`config.mk`:
```
export PLATFORM = sky130hd
export DESIGN_NAME = fetch_aligner_flat
export DESIGN_NICKNAME = d
export VERILOG_FILES = /design/src/rtl/fetch_aligner_if.sv /design/src/rtl/fetch_aligner.sv /design/src/flat_wrapper.sv
export SDC_FILE = /design/constraint.sdc
export NUM_CORES = 1
export LEC_CHECK = 0
export ABC_AREA = 1
export BUFFER_PORTS_ARGS = -buffer_cell sky130_fd_sc_hd__buf_2
export CORE_ASPECT_RATIO = 1.2
export CORE_MARGIN = 3
export CORE_UTILIZATION = 35
export CTS_CLUSTER_DIAMETER = 40
export DETAILED_ROUTE_END_ITERATION = 6
export PLACE_DENSITY = 0.54
export SLEW_MARGIN = 5
export SYNTH_ARGS = -nofsm -noshare
export SYNTH_HDL_FRONTEND = slang
export SYNTH_SLANG_ARGS = --single-unit
```
`constraint.sdc`:
```
create_clock -name clk_i -period 1.9 [get_ports clk_i]
set_input_delay 0.19 -clock clk_i [delete_from_list [all_inputs] [get_ports clk_i]]
set_output_delay 0.19 -clock clk_i [all_outputs]
set_load 0.005 [all_outputs]
```
`src/rtl/fetch_aligner_if.sv`:
```
// Handshake bundle between fetch_aligner, the instruction memory port and the decompressor.
// Latency: none, wires only.
// Backpressure: carries fetch_gnt_i (memory side) and instr_ready_i (consumer side) back to the aligner.
//
// Signal groups:
//   fetch_*  : word-aligned request/grant plus in-order response (rvalid/rdata)
//   instr_*  : one realigned raw instruction per valid/ready handshake, with its PC
//   branch_* : redirect strobe and target
// master = the aligner; slave = the memory/consumer/redirect side.
interface fetch_aligner_if;
  logic        fetch_req_o;
  logic [31:0] fetch_addr_o;
  logic        fetch_gnt_i;
  logic        fetch_rvalid_i;
  logic [31:0] fetch_rdata_i;

  logic        instr_valid_o;
  logic        instr_ready_i;
  logic [31:0] instr_o;
  logic [31:0] instr_pc_o;
  logic        instr_compressed_o;

  logic        branch_i;
  logic [31:0] branch_addr_i;

  modport master (
    output fetch_req_o,
    output fetch_addr_o,
    input  fetch_gnt_i,
    input  fetch_rvalid_i,
    input  fetch_rdata_i,
    output instr_valid_o,
    input  instr_ready_i,
    output instr_o,
    output instr_pc_o,
    output instr_compressed_o,
    input  branch_i,
    input  branch_addr_i
  );

  modport slave (
    input  fetch_req_o,
    input  fetch_addr_o,
    output fetch_gnt_i,
    output fetch_rvalid_i,
    output fetch_rdata_i,
    input  instr_valid_o,
    output instr_ready_i,
    input  instr_o,
    input  instr_pc_o,
    input  instr_compressed_o,
    output branch_i,
    output branch_addr_i
  );
endinterface

```
`src/rtl/fetch_aligner.sv`:
```
// Instruction-fetch aligner: word fetches in, one realigned 16/32-bit raw instruction (+PC) out.
// Latency: a response word becomes visible as an instruction the cycle after fetch_rvalid_i (no bypass).
// Backpressure: holds the instruction while instr_ready_i is low; stops requesting once 2+ halfwords wait.
//
// Ports:
//   clk_i  : clock, rising edge
//   rst_ni : asynchronous active-low reset
//   bus    : fetch_aligner_if.master (fetch request/response, instruction output, redirect)
// Parameter RESET_PC : PC of the first instruction after reset (bit 0 ignored).
// Optional feature macro FETCH_ALIGN_COMPRESSED_EN: when defined, 16-bit instructions and
// halfword-aligned targets are supported; when undefined, only word-aligned 32-bit instructions.
module fetch_aligner #(
  parameter logic [31:0] RESET_PC = 32'h0000_0000
) (
  input  logic            clk_i,
  input  logic            rst_ni,
  fetch_aligner_if.master bus
);

  typedef enum logic [1:0] {
    ST_RUN   = 2'd0,  // no request outstanding
    ST_WAIT  = 2'd1,  // one request outstanding, data kept
    ST_FLUSH = 2'd2   // one request outstanding, data dropped (made stale by a redirect)
  } state_e;

`ifdef FETCH_ALIGN_COMPRESSED_EN
  localparam logic [31:0] PC_RESET = {RESET_PC[31:1], 1'b0};
`else
  localparam logic [31:0] PC_RESET = {RESET_PC[31:2], 2'b00};
`endif
  localparam logic [31:0] FA_RESET = {RESET_PC[31:2], 2'b00};

  state_e      state_q, state_d;
  logic [15:0] hw_q [3];
  logic [15:0] hw_d [3];
  logic [1:0]  cnt_q, cnt_d;
  logic [31:0] pc_q, pc_d;
  logic [31:0] fa_q, fa_d;
`ifdef FETCH_ALIGN_COMPRESSED_EN
  // Set by a redirect to an upper-halfword target: the first kept word only contributes hw 1.
  logic        skip_q, skip_d;
`endif

  logic        is_comp;
  logic        valid;
  logic        consume;
  logic [1:0]  cnt_left;
  logic        req;
  logic        grant;
  logic        keep;
  logic [15:0] rd_lo, rd_hi;

  assign rd_lo = bus.fetch_rdata_i[15:0];
  assign rd_hi = bus.fetch_rdata_i[31:16];

`ifdef FETCH_ALIGN_COMPRESSED_EN
  assign is_comp = (hw_q[0][1:0] != 2'b11);
  assign valid   = ((cnt_q >= 2'd1) && is_comp) || (cnt_q >= 2'd2);
`else
  assign is_comp = 1'b0;
  assign valid   = (cnt_q >= 2'd2);
`endif

  assign consume  = valid && bus.instr_ready_i;
  assign cnt_left = consume ? (cnt_q - (is_comp ? 2'd1 : 2'd2)) : cnt_q;

  // Requesting only when at most one halfword remains after this cycle's consumption keeps
  // the buffer within its three slots once the word lands. Gated by rst_ni so nothing is
  // requested while reset is asserted and the first request appears as soon as it releases.
  assign req   = rst_ni && (state_q == ST_RUN) && (cnt_left <= 2'd1) && !bus.branch_i;
  assign grant = req && bus.fetch_gnt_i;

  // A response in the redirect cycle belongs to the old path and is dropped.
  assign keep  = (state_q == ST_WAIT) && bus.fetch_rvalid_i && !bus.branch_i;

  assign bus.fetch_req_o   = req;
  assign bus.fetch_addr_o  = fa_q;
  assign bus.instr_valid_o = valid;
  assign bus.instr_pc_o    = pc_q;
  assign bus.instr_o       = !valid  ? 32'h0000_0000 :
                             is_comp ? {16'h0000, hw_q[0]} : {hw_q[1], hw_q[0]};
`ifdef FETCH_ALIGN_COMPRESSED_EN
  assign bus.instr_compressed_o = valid && is_comp;
`else
  assign bus.instr_compressed_o = 1'b0;
`endif

  // Target bits below the fetch granule are deliberately ignored.
  logic unused_addr_bits;
  assign unused_addr_bits = ^bus.branch_addr_i[1:0];

  // Outstanding-request tracking.
  always_comb begin
    state_d = state_q;
    unique case (state_q)
      ST_RUN: begin
        if (grant) state_d = ST_WAIT;
      end
      ST_WAIT: begin
        if (bus.fetch_rvalid_i)  state_d = ST_RUN;
        else if (bus.branch_i)   state_d = ST_FLUSH;
      end
      ST_FLUSH: begin
        if (bus.fetch_rvalid_i)  state_d = ST_RUN;
      end
      default: state_d = ST_RUN;
    endcase
  end

  // Halfword buffer, PC and fetch address.
  always_comb begin
    hw_d[0] = hw_q[0];
    hw_d[1] = hw_q[1];
    hw_d[2] = hw_q[2];
    cnt_d   = cnt_q;
    pc_d    = pc_q;
    fa_d    = fa_q;
`ifdef FETCH_ALIGN_COMPRESSED_EN
    skip_d  = skip_q;
`endif

    if (grant) fa_d = fa_q + 32'd4;

    if (bus.branch_i) begin
      cnt_d = 2'd0;
      fa_d  = {bus.branch_addr_i[31:2], 2'b00};
`ifdef FETCH_ALIGN_COMPRESSED_EN
      pc_d   = {bus.branch_addr_i[31:1], 1'b0};
      skip_d = bus.branch_addr_i[1];
`else
      pc_d   = {bus.branch_addr_i[31:2], 2'b00};
`endif
    end else begin
      // Shift out the consumed instruction first; the response then lands behind what is left.
      if (consume) begin
        if (is_comp) begin
          hw_d[0] = hw_q[1];
          hw_d[1] = hw_q[2];
          pc_d    = pc_q + 32'd2;
        end else begin
          hw_d[0] = hw_q[2];
          pc_d    = pc_q + 32'd4;
        end
        cnt_d = cnt_left;
      end

      if (keep) begin
`ifdef FETCH_ALIGN_COMPRESSED_EN
        if (skip_q) begin
          unique case (cnt_left)
            2'd0:    hw_d[0] = rd_hi;
            2'd1:    hw_d[1] = rd_hi;
            default: hw_d[2] = rd_hi;
          endcase
          cnt_d  = cnt_left + 2'd1;
          skip_d = 1'b0;
        end else
`endif
        begin
          // cnt_left <= 1 is guaranteed here by the request rule.
          if (cnt_left == 2'd0) begin
            hw_d[0] = rd_lo;
            hw_d[1] = rd_hi;
          end else begin
            hw_d[1] = rd_lo;
            hw_d[2] = rd_hi;
          end
          cnt_d = cnt_left + 2'd2;
        end
      end
    end
  end

  always_ff @(posedge clk_i or negedge rst_ni) begin
    if (!rst_ni) begin
      state_q <= ST_RUN;
      hw_q[0] <= 16'h0000;
      hw_q[1] <= 16'h0000;
      hw_q[2] <= 16'h0000;
      cnt_q   <= 2'd0;
      pc_q    <= PC_RESET;
      fa_q    <= FA_RESET;
`ifdef FETCH_ALIGN_COMPRESSED_EN
      skip_q  <= RESET_PC[1];
`endif
    end else begin
      state_q <= state_d;
      hw_q[0] <= hw_d[0];
      hw_q[1] <= hw_d[1];
      hw_q[2] <= hw_d[2];
      cnt_q   <= cnt_d;
      pc_q    <= pc_d;
      fa_q    <= fa_d;
`ifdef FETCH_ALIGN_COMPRESSED_EN
      skip_q  <= skip_d;
`endif
    end
  end

endmodule
```
`src/flat_wrapper.sv`:
```
// flat-port wrapper written by rule: the top's interface ports become plain ports
module fetch_aligner_flat 
#(
  parameter logic [31:0] RESET_PC = 32'h0000_0000
)
  (clk_i, rst_ni, bus_fetch_req_o, bus_fetch_addr_o, bus_fetch_gnt_i, bus_fetch_rvalid_i, bus_fetch_rdata_i, bus_instr_valid_o, bus_instr_ready_i, bus_instr_o, bus_instr_pc_o, bus_instr_compressed_o, bus_branch_i, bus_branch_addr_i);
  fetch_aligner_if bus_i ();
  input  logic clk_i;
  input  logic rst_ni;
  output wire logic [$bits(bus_i.fetch_req_o)-1:0] bus_fetch_req_o;
  output wire logic [$bits(bus_i.fetch_addr_o)-1:0] bus_fetch_addr_o;
  input wire logic [$bits(bus_i.fetch_gnt_i)-1:0] bus_fetch_gnt_i;
  input wire logic [$bits(bus_i.fetch_rvalid_i)-1:0] bus_fetch_rvalid_i;
  input wire logic [$bits(bus_i.fetch_rdata_i)-1:0] bus_fetch_rdata_i;
  output wire logic [$bits(bus_i.instr_valid_o)-1:0] bus_instr_valid_o;
  input wire logic [$bits(bus_i.instr_ready_i)-1:0] bus_instr_ready_i;
  output wire logic [$bits(bus_i.instr_o)-1:0] bus_instr_o;
  output wire logic [$bits(bus_i.instr_pc_o)-1:0] bus_instr_pc_o;
  output wire logic [$bits(bus_i.instr_compressed_o)-1:0] bus_instr_compressed_o;
  input wire logic [$bits(bus_i.branch_i)-1:0] bus_branch_i;
  input wire logic [$bits(bus_i.branch_addr_i)-1:0] bus_branch_addr_i;
  assign bus_fetch_req_o = bus_i.fetch_req_o;
  assign bus_fetch_addr_o = bus_i.fetch_addr_o;
  assign bus_i.fetch_gnt_i = bus_fetch_gnt_i;
  assign bus_i.fetch_rvalid_i = bus_fetch_rvalid_i;
  assign bus_i.fetch_rdata_i = bus_fetch_rdata_i;
  assign bus_instr_valid_o = bus_i.instr_valid_o;
  assign bus_i.instr_ready_i = bus_instr_ready_i;
  assign bus_instr_o = bus_i.instr_o;
  assign bus_instr_pc_o = bus_i.instr_pc_o;
  assign bus_instr_compressed_o = bus_i.instr_compressed_o;
  assign bus_i.branch_i = bus_branch_i;
  assign bus_i.branch_addr_i = bus_branch_addr_i;
  fetch_aligner #(.RESET_PC(RESET_PC)) u_core (.clk_i(clk_i), .rst_ni(rst_ni), .bus(bus_i));
endmodule
```
==> results of run 1 <==
## placed cells by master (no fill, tap or decap), types with 2 or more instances in the layout
master,synthesis,final
nand2_4,3,3
o211ai_1,37,37
dfrtp_1,111,111
nand4_1,8,8
clkbuf_16,0,9
o221ai_1,11,11
nand2_2,5,5
nand3_1,87,87
nor3_1,6,6
inv_1,151,151
o31ai_1,2,2
ha_1,2,2
xor2_1,9,9
o21ai_0,48,48
nor2_2,10,10
nand3b_1,6,6
xnor2_1,3,3
nand2_1,324,324
inv_2,7,7
buf_4,7,22
nor2_1,67,67
inv_6,0,4
buf_2,15,160
a31oi_1,3,3
nor2_4,5,5
conb_1,1,5
o21ai_1,6,6
and2_1,3,3
o21bai_1,3,3
a21oi_1,18,18
## state kept, by name, summed over array words and instances, names as in the netlist
| signal | cells |
|---|---|
| u_core.state_q | 2 |
| u_core.bus.fetch_addr_o | 30 |
| u_core.bus.instr_pc_o | 30 |
| u_core.cnt_q | 1 |
| u_core.hw_q | 48 |
## layout make-up
type / instances / area (sq um)
fillers: 2096 / 10800
inverters: 158 / 593
clock inverters: 7 / 62.6
well taps: 256 / 320
repair buffers: 182 / 966
multi-input cells: 678 / 3230
flip-flops and latches: 111 / 2780
clock buffers: 9 / 225
## cell families after synthesis
group | Yosys count
other cells | 1
flops | 111
fa+ha+maj | 2
buf+inv | 195
compound gates | 131
simple gates | 528
xor+xnor | 12
## metrics by stage
| stage | cell area, sq um | hold slack (ns) | utilization, % |
|---|---|---|---|
| detailed placement | 7890 | 0.410 | 41.5 |
| global route | 8180 | 0.0446 | 43.1 |
| floorplan | 6810 | -0.106 | - |
| global placement | 7890 | 0.409 | 41.5 |
| CTS | 8180 | 0.0162 | 43.1 |
| finish | 8180 | 0.00685 | 43.1 |
## routing by layer
| layer | wire length, microns | track usage [%] |
|---|---|---|
| met1 | 9440 | 25.7 |
| met2 | 9970 | 33.6 |
| met3 | 1110 | 3.29 |
| met4 | 484 | 7.84 |
| met5 | 32 | 0 |
## critical path: stages, from the launching register on
cell and delay, ns:
dfrtp_1 0.48, buf_4 0.36, nand2_1 0.09, inv_1 0.10, buf_2 0.12
## path summary, 6_finish.rpt
| kind | to | slack, ns | depth (start not counted) |
|---|---|---|---|
| max reg2reg | u_core.hw_q[42] | 0.20 | 6 |
| min in group clk_i | u_core.state_q[1] | 0.03 | 2 |
| min reg2reg | u_core.hw_q[9] | 0.48 | 2 |
| max in group asynchronous | u_core.bus.instr_pc_o[21] | 1.33 | 2 |
| max | bus_instr_o[5] | 0.19 | 4 |
| min | u_core.bus.instr_pc_o[2] | 0.007 | 2 |
## report_power, final
| group | leakage, nW | switching, mW | internal (mW) |
|---|---|---|---|
| Combinational | 2.83 | 0.743 | 0.561 |
| Sequential | 1.39 | 0.347 | 2.74 |
| Clock | 0.139 | 0.988 | 0.924 |
| Total | 4.36 | 2.08 | 4.23 |
==> results.cfg, run 1 <==
[yosys]
muxShareOfSynthArea_pct = 0
synth_area_leader_cell = dfrtp_1
yosys-top-cells-area = dfrtp_1, nand2_1, inv_1
synth_seq_cells = 111
synth.avg_cell_area_sq_um = 6.93
synth_compound_area_share_pct = 12.0
synthFlopType = dfrtp_1
ys_warn_count = 0
synthAdderAreaFrac_pct = 0.368
synth.most_common_cell = nand2_1
ys_types = 38
synth_xor_area_share_pct = 1.55
synth_common_cells = nand2_1, inv_1, dfrtp_1, nand3_1, nor2_1
async_reset_ff_share_pct = 100
synthSimpleGateAreaFrac_pct = 33.4
synth_area_sq_um = 6800
synth_top_family_by_area = simple AND/OR/NAND/NOR gates
synth_cells = 980
synth_edf_count = 0
synth_top_area_share_pct = 40.9
synth_seq_area_share_pct = 40.9

[timing]
maxSlewViolCount = 0
setup_slack_ns = 0.193
finalCritPeriodShare_pct = 89.9
tns_ns = 0
worst_pin_slew_ns = 0.802
rsz0062_at_grt = false
fmax_mhz = 586
finalSetupViolCount = 0
post-route-min-period_ns = 1.71
hold_viol = 0
slew_headroom_pct = 46.6
skew_ns = 0.00848

[clock_tree]
cts_root_buf = clkbuf_16
clk_pin_slew_ns = 0.08
cts_made_buffers = 9
clock-sinks = 111
clockBufferDepth = 2
htreeDepth = 3
cts_tree = yes
ctsHoldBuffers = 0
cts_resized = 0
cts_setup_buffers = 0
clkLatencyLatePin_ns = 0.36

[routing]
drc = 0
vias = 6643
via_per_inst = 4.74
first_pass_iters = 4
wl_per_cell_microns = 15.0
first_iter_violations = 348
routed_wl_mm = 21.0
ant_nets = 0

[flow_run]
maxCapViolations = 0

[critical_path]
worstSetupEndpointType = output port
crit_start = u_core.cnt_q[1]
worst_setup_path_start_kind = flop
crit_type = reg2out
required_ns = 1.71
arrival_ns = 1.52
cp_max_fo = 26
r2r-start = u_core.state_q[1]

[outcome]
status = complete, no violations

[placed_design]
dp.cells = 1385
io_buffer_count = 161
place_ws_ns = 0.209
finalWeightedCongestion = 0.872
dpl.hpwl_mm = 16.0

[layout]
syn_to_final_growth_pct = 20.3
drive_gt1_share_pct = 20.3
diodes = 0
nets = 1212
layout.cells.non_filler = 1401

[floorplan]
core-area_sq_um = 19000
fp.dieW_microns = 133
fp-row-count = 55
ioPinCount = 169
die_y_microns = 159
die_area_sq_um = 21100
start_util_pct = 35.8

[grt]
overflow = 0
antenna_found_initial = 3
track_usage_pct = 19.9
grt_pass1_wl_mm = 33.2
grt_max_degree = 58
grt_pass1_vias = 6277

[worst_hold_path]
hp-class = in2async

[power]
ir_worst_vdd_mv = 0.431
fin_total_pwr_mw = 6.30
p_leak_nw = 4.36
power_density_nw_per_um2 = 771
(Power assumes the default switching activity.)
==> inputs of run 2 (changes only) <==
==> constraint.sdc (replaced) <==
create_clock -name clk_i -period 1.9 [get_ports clk_i]
set_input_delay 0.19 -clock clk_i [delete_from_list [all_inputs] [get_ports clk_i]]
set_output_delay 0.19 -clock clk_i [all_outputs]
set_load 0.05 [all_outputs]
==> run 2 against run 1 <==
Final area hardly changed; critical path type unchanged; sequential power is essentially flat; via count grew 0.14%; register-to-register slack is essentially flat.
==> results.cfg, run 2 (synthesized netlist as in run 1, its figures left out) <==
[timing]
maxSlewViolCount = 0
finalSetupViolCount = 0
tns_ns = 0
fmax_mhz = 562
hold_ws_ns = 0.00836
worst_pin_slew_ns = 0.805
finalCritPeriodShare_pct = 93.7
post-route-min-period_ns = 1.78
hold_viol = 0
rsz0062_at_grt = false
slew_headroom_pct = 46.4
skew_ns = 0.00962

[layout]
diodes = 0
top_register = u_core.hw_q
layout_common_cells = nand2_1, buf_2, inv_1, dfrtp_1, nand3_1
syn_to_final_growth_pct = 20.4
largest_reg_flops = 48
fillers = 2096
layout_commonest_cell = nand2_1
nets = 1212
drive_gt1_share_pct = 20.3

[routing]
wl_per_cell_microns = 15.0
first_iter_violations = 331
drc = 0
vias = 6652
first_pass_iters = 4
ant_nets = 0
via_per_inst = 4.75
routed_wl_mm = 21.0

[grt]
grt_pass1_wl_mm = 33.2
grt_max_degree = 58
overflow = 0
track_usage_pct = 19.9
antenna_found_initial = 3
grt_pass1_vias = 6277

[floorplan]
fp-row-count = 55
die_area_sq_um = 21100
start_util_pct = 35.8
ioPinCount = 169
core-area_sq_um = 19000
fp.dieW_microns = 133
die_y_microns = 159

[critical_path]
crit_start = u_core.cnt_q[1]
worst_path_largest_cell_delay_ns = 0.49
path_cells = buf_6, nand2_1, inv_1, buf_2
worst_setup_path_start_kind = flop
arrival_ns = 1.59
crit_type = reg2out
slowest_stage = dfrtp_1
worstSetupEndpointType = output port
rrSetupSlack_ns = 0.20
required_ns = 1.71
cp_max_fo = 26
r2r-start = u_core.state_q[1]

[power]
p_leak_nw = 4.36
power_density_nw_per_um2 = 846
ir_worst_vdd_mv = 0.434

[clock_tree]
clk_pin_slew_ns = 0.09
clkLatencyLatePin_ns = 0.36
cts_setup_buffers = 0
clockBufferDepth = 2
cts_resized = 0
cts_made_buffers = 9
ctsHoldBuffers = 0
cts_tree = yes
cts_root_buf = clkbuf_16
htreeDepth = 3
clock-sinks = 111

[placed_design]
dpl.hpwl_mm = 16.0
finalWeightedCongestion = 0.872
io_buffer_count = 161

[outcome]
status = complete, no violations

[flow_run]
maxCapViolations = 0

[worst_hold_path]
hp-class = in2async
run 2: cell count changes in the layout (fill, tap and decap cells not counted):
cell,change
buf_4,-1
buf_6,+1
run 2: layout make-up:
cell class	instances	area (sq um)	share of cell area, %
multi-input cells	678	3230	39.5
flip-flops and latches	111	2780	34.0
repair buffers	182	970	11.9
inverters	158	593	7.25
well taps	256	320	3.91
clock buffers	9	225	2.75
clock inverters	7	62.6	0.765
run 2: worst paths after layout:
| kind | end | cells after the start |
|---|---|---|
| worst max register to register | u_core.hw_q[42] | 6 |
| worst min-delay path | u_core.state_q[1] | 2 |
| worst max-delay path | bus_instr_o[5] | 4 |
| min in group clk_i | u_core.state_q[1] | 2 |
| max in group asynchronous | u_core.bus.instr_pc_o[21] | 2 |
| worst min register to register | u_core.hw_q[9] | 2 |
run 2: report_power, final:
| part | internal, mW | switching (mW) | leakage, nW | total, mW |
|---|---|---|---|---|
| clock | 0.924 | 0.989 | 0.139 | 1.91 |
| sequential | 2.74 | 0.346 | 1.39 | 3.09 |
| combinational | 0.567 | 1.36 | 2.83 | 1.93 |
run 2: worst max-delay path, delay by kind of cell, from the launching register on:
family,cells,cell delay (ns)
flip-flops,1,0.49
buffers and inverters,3,0.65
AND/OR/NAND/NOR,1,0.08
run 2: per-layer routing:
metal  up-vias  share of wire (%)  track usage (%)
li1       3419                  -                -
met1      3031                 45             25.7
met2       161                 47             33.6
met3        35                4.7             3.29
met4         6                2.4             7.84
met5         -               0.15                0
run 2: per-stage QoR:
stage | instances | util [%] | power (mW) | setup slack (ns) | cell area (sq um)
floorplan | 984 | - | 4.48 | 0.0450 | 6810
finish | 1401 | 43.1 | 6.93 | 0.119 | 8180
detailed placement | 1385 | 41.5 | 5.07 | 0.209 | 7890
global route | 1401 | 43.1 | 7.32 | 0.0181 | 8180
global placement | 1385 | 41.5 | 5.06 | 0.244 | 7890
CTS | 1401 | 43.1 | 7.01 | 0.0225 | 8180
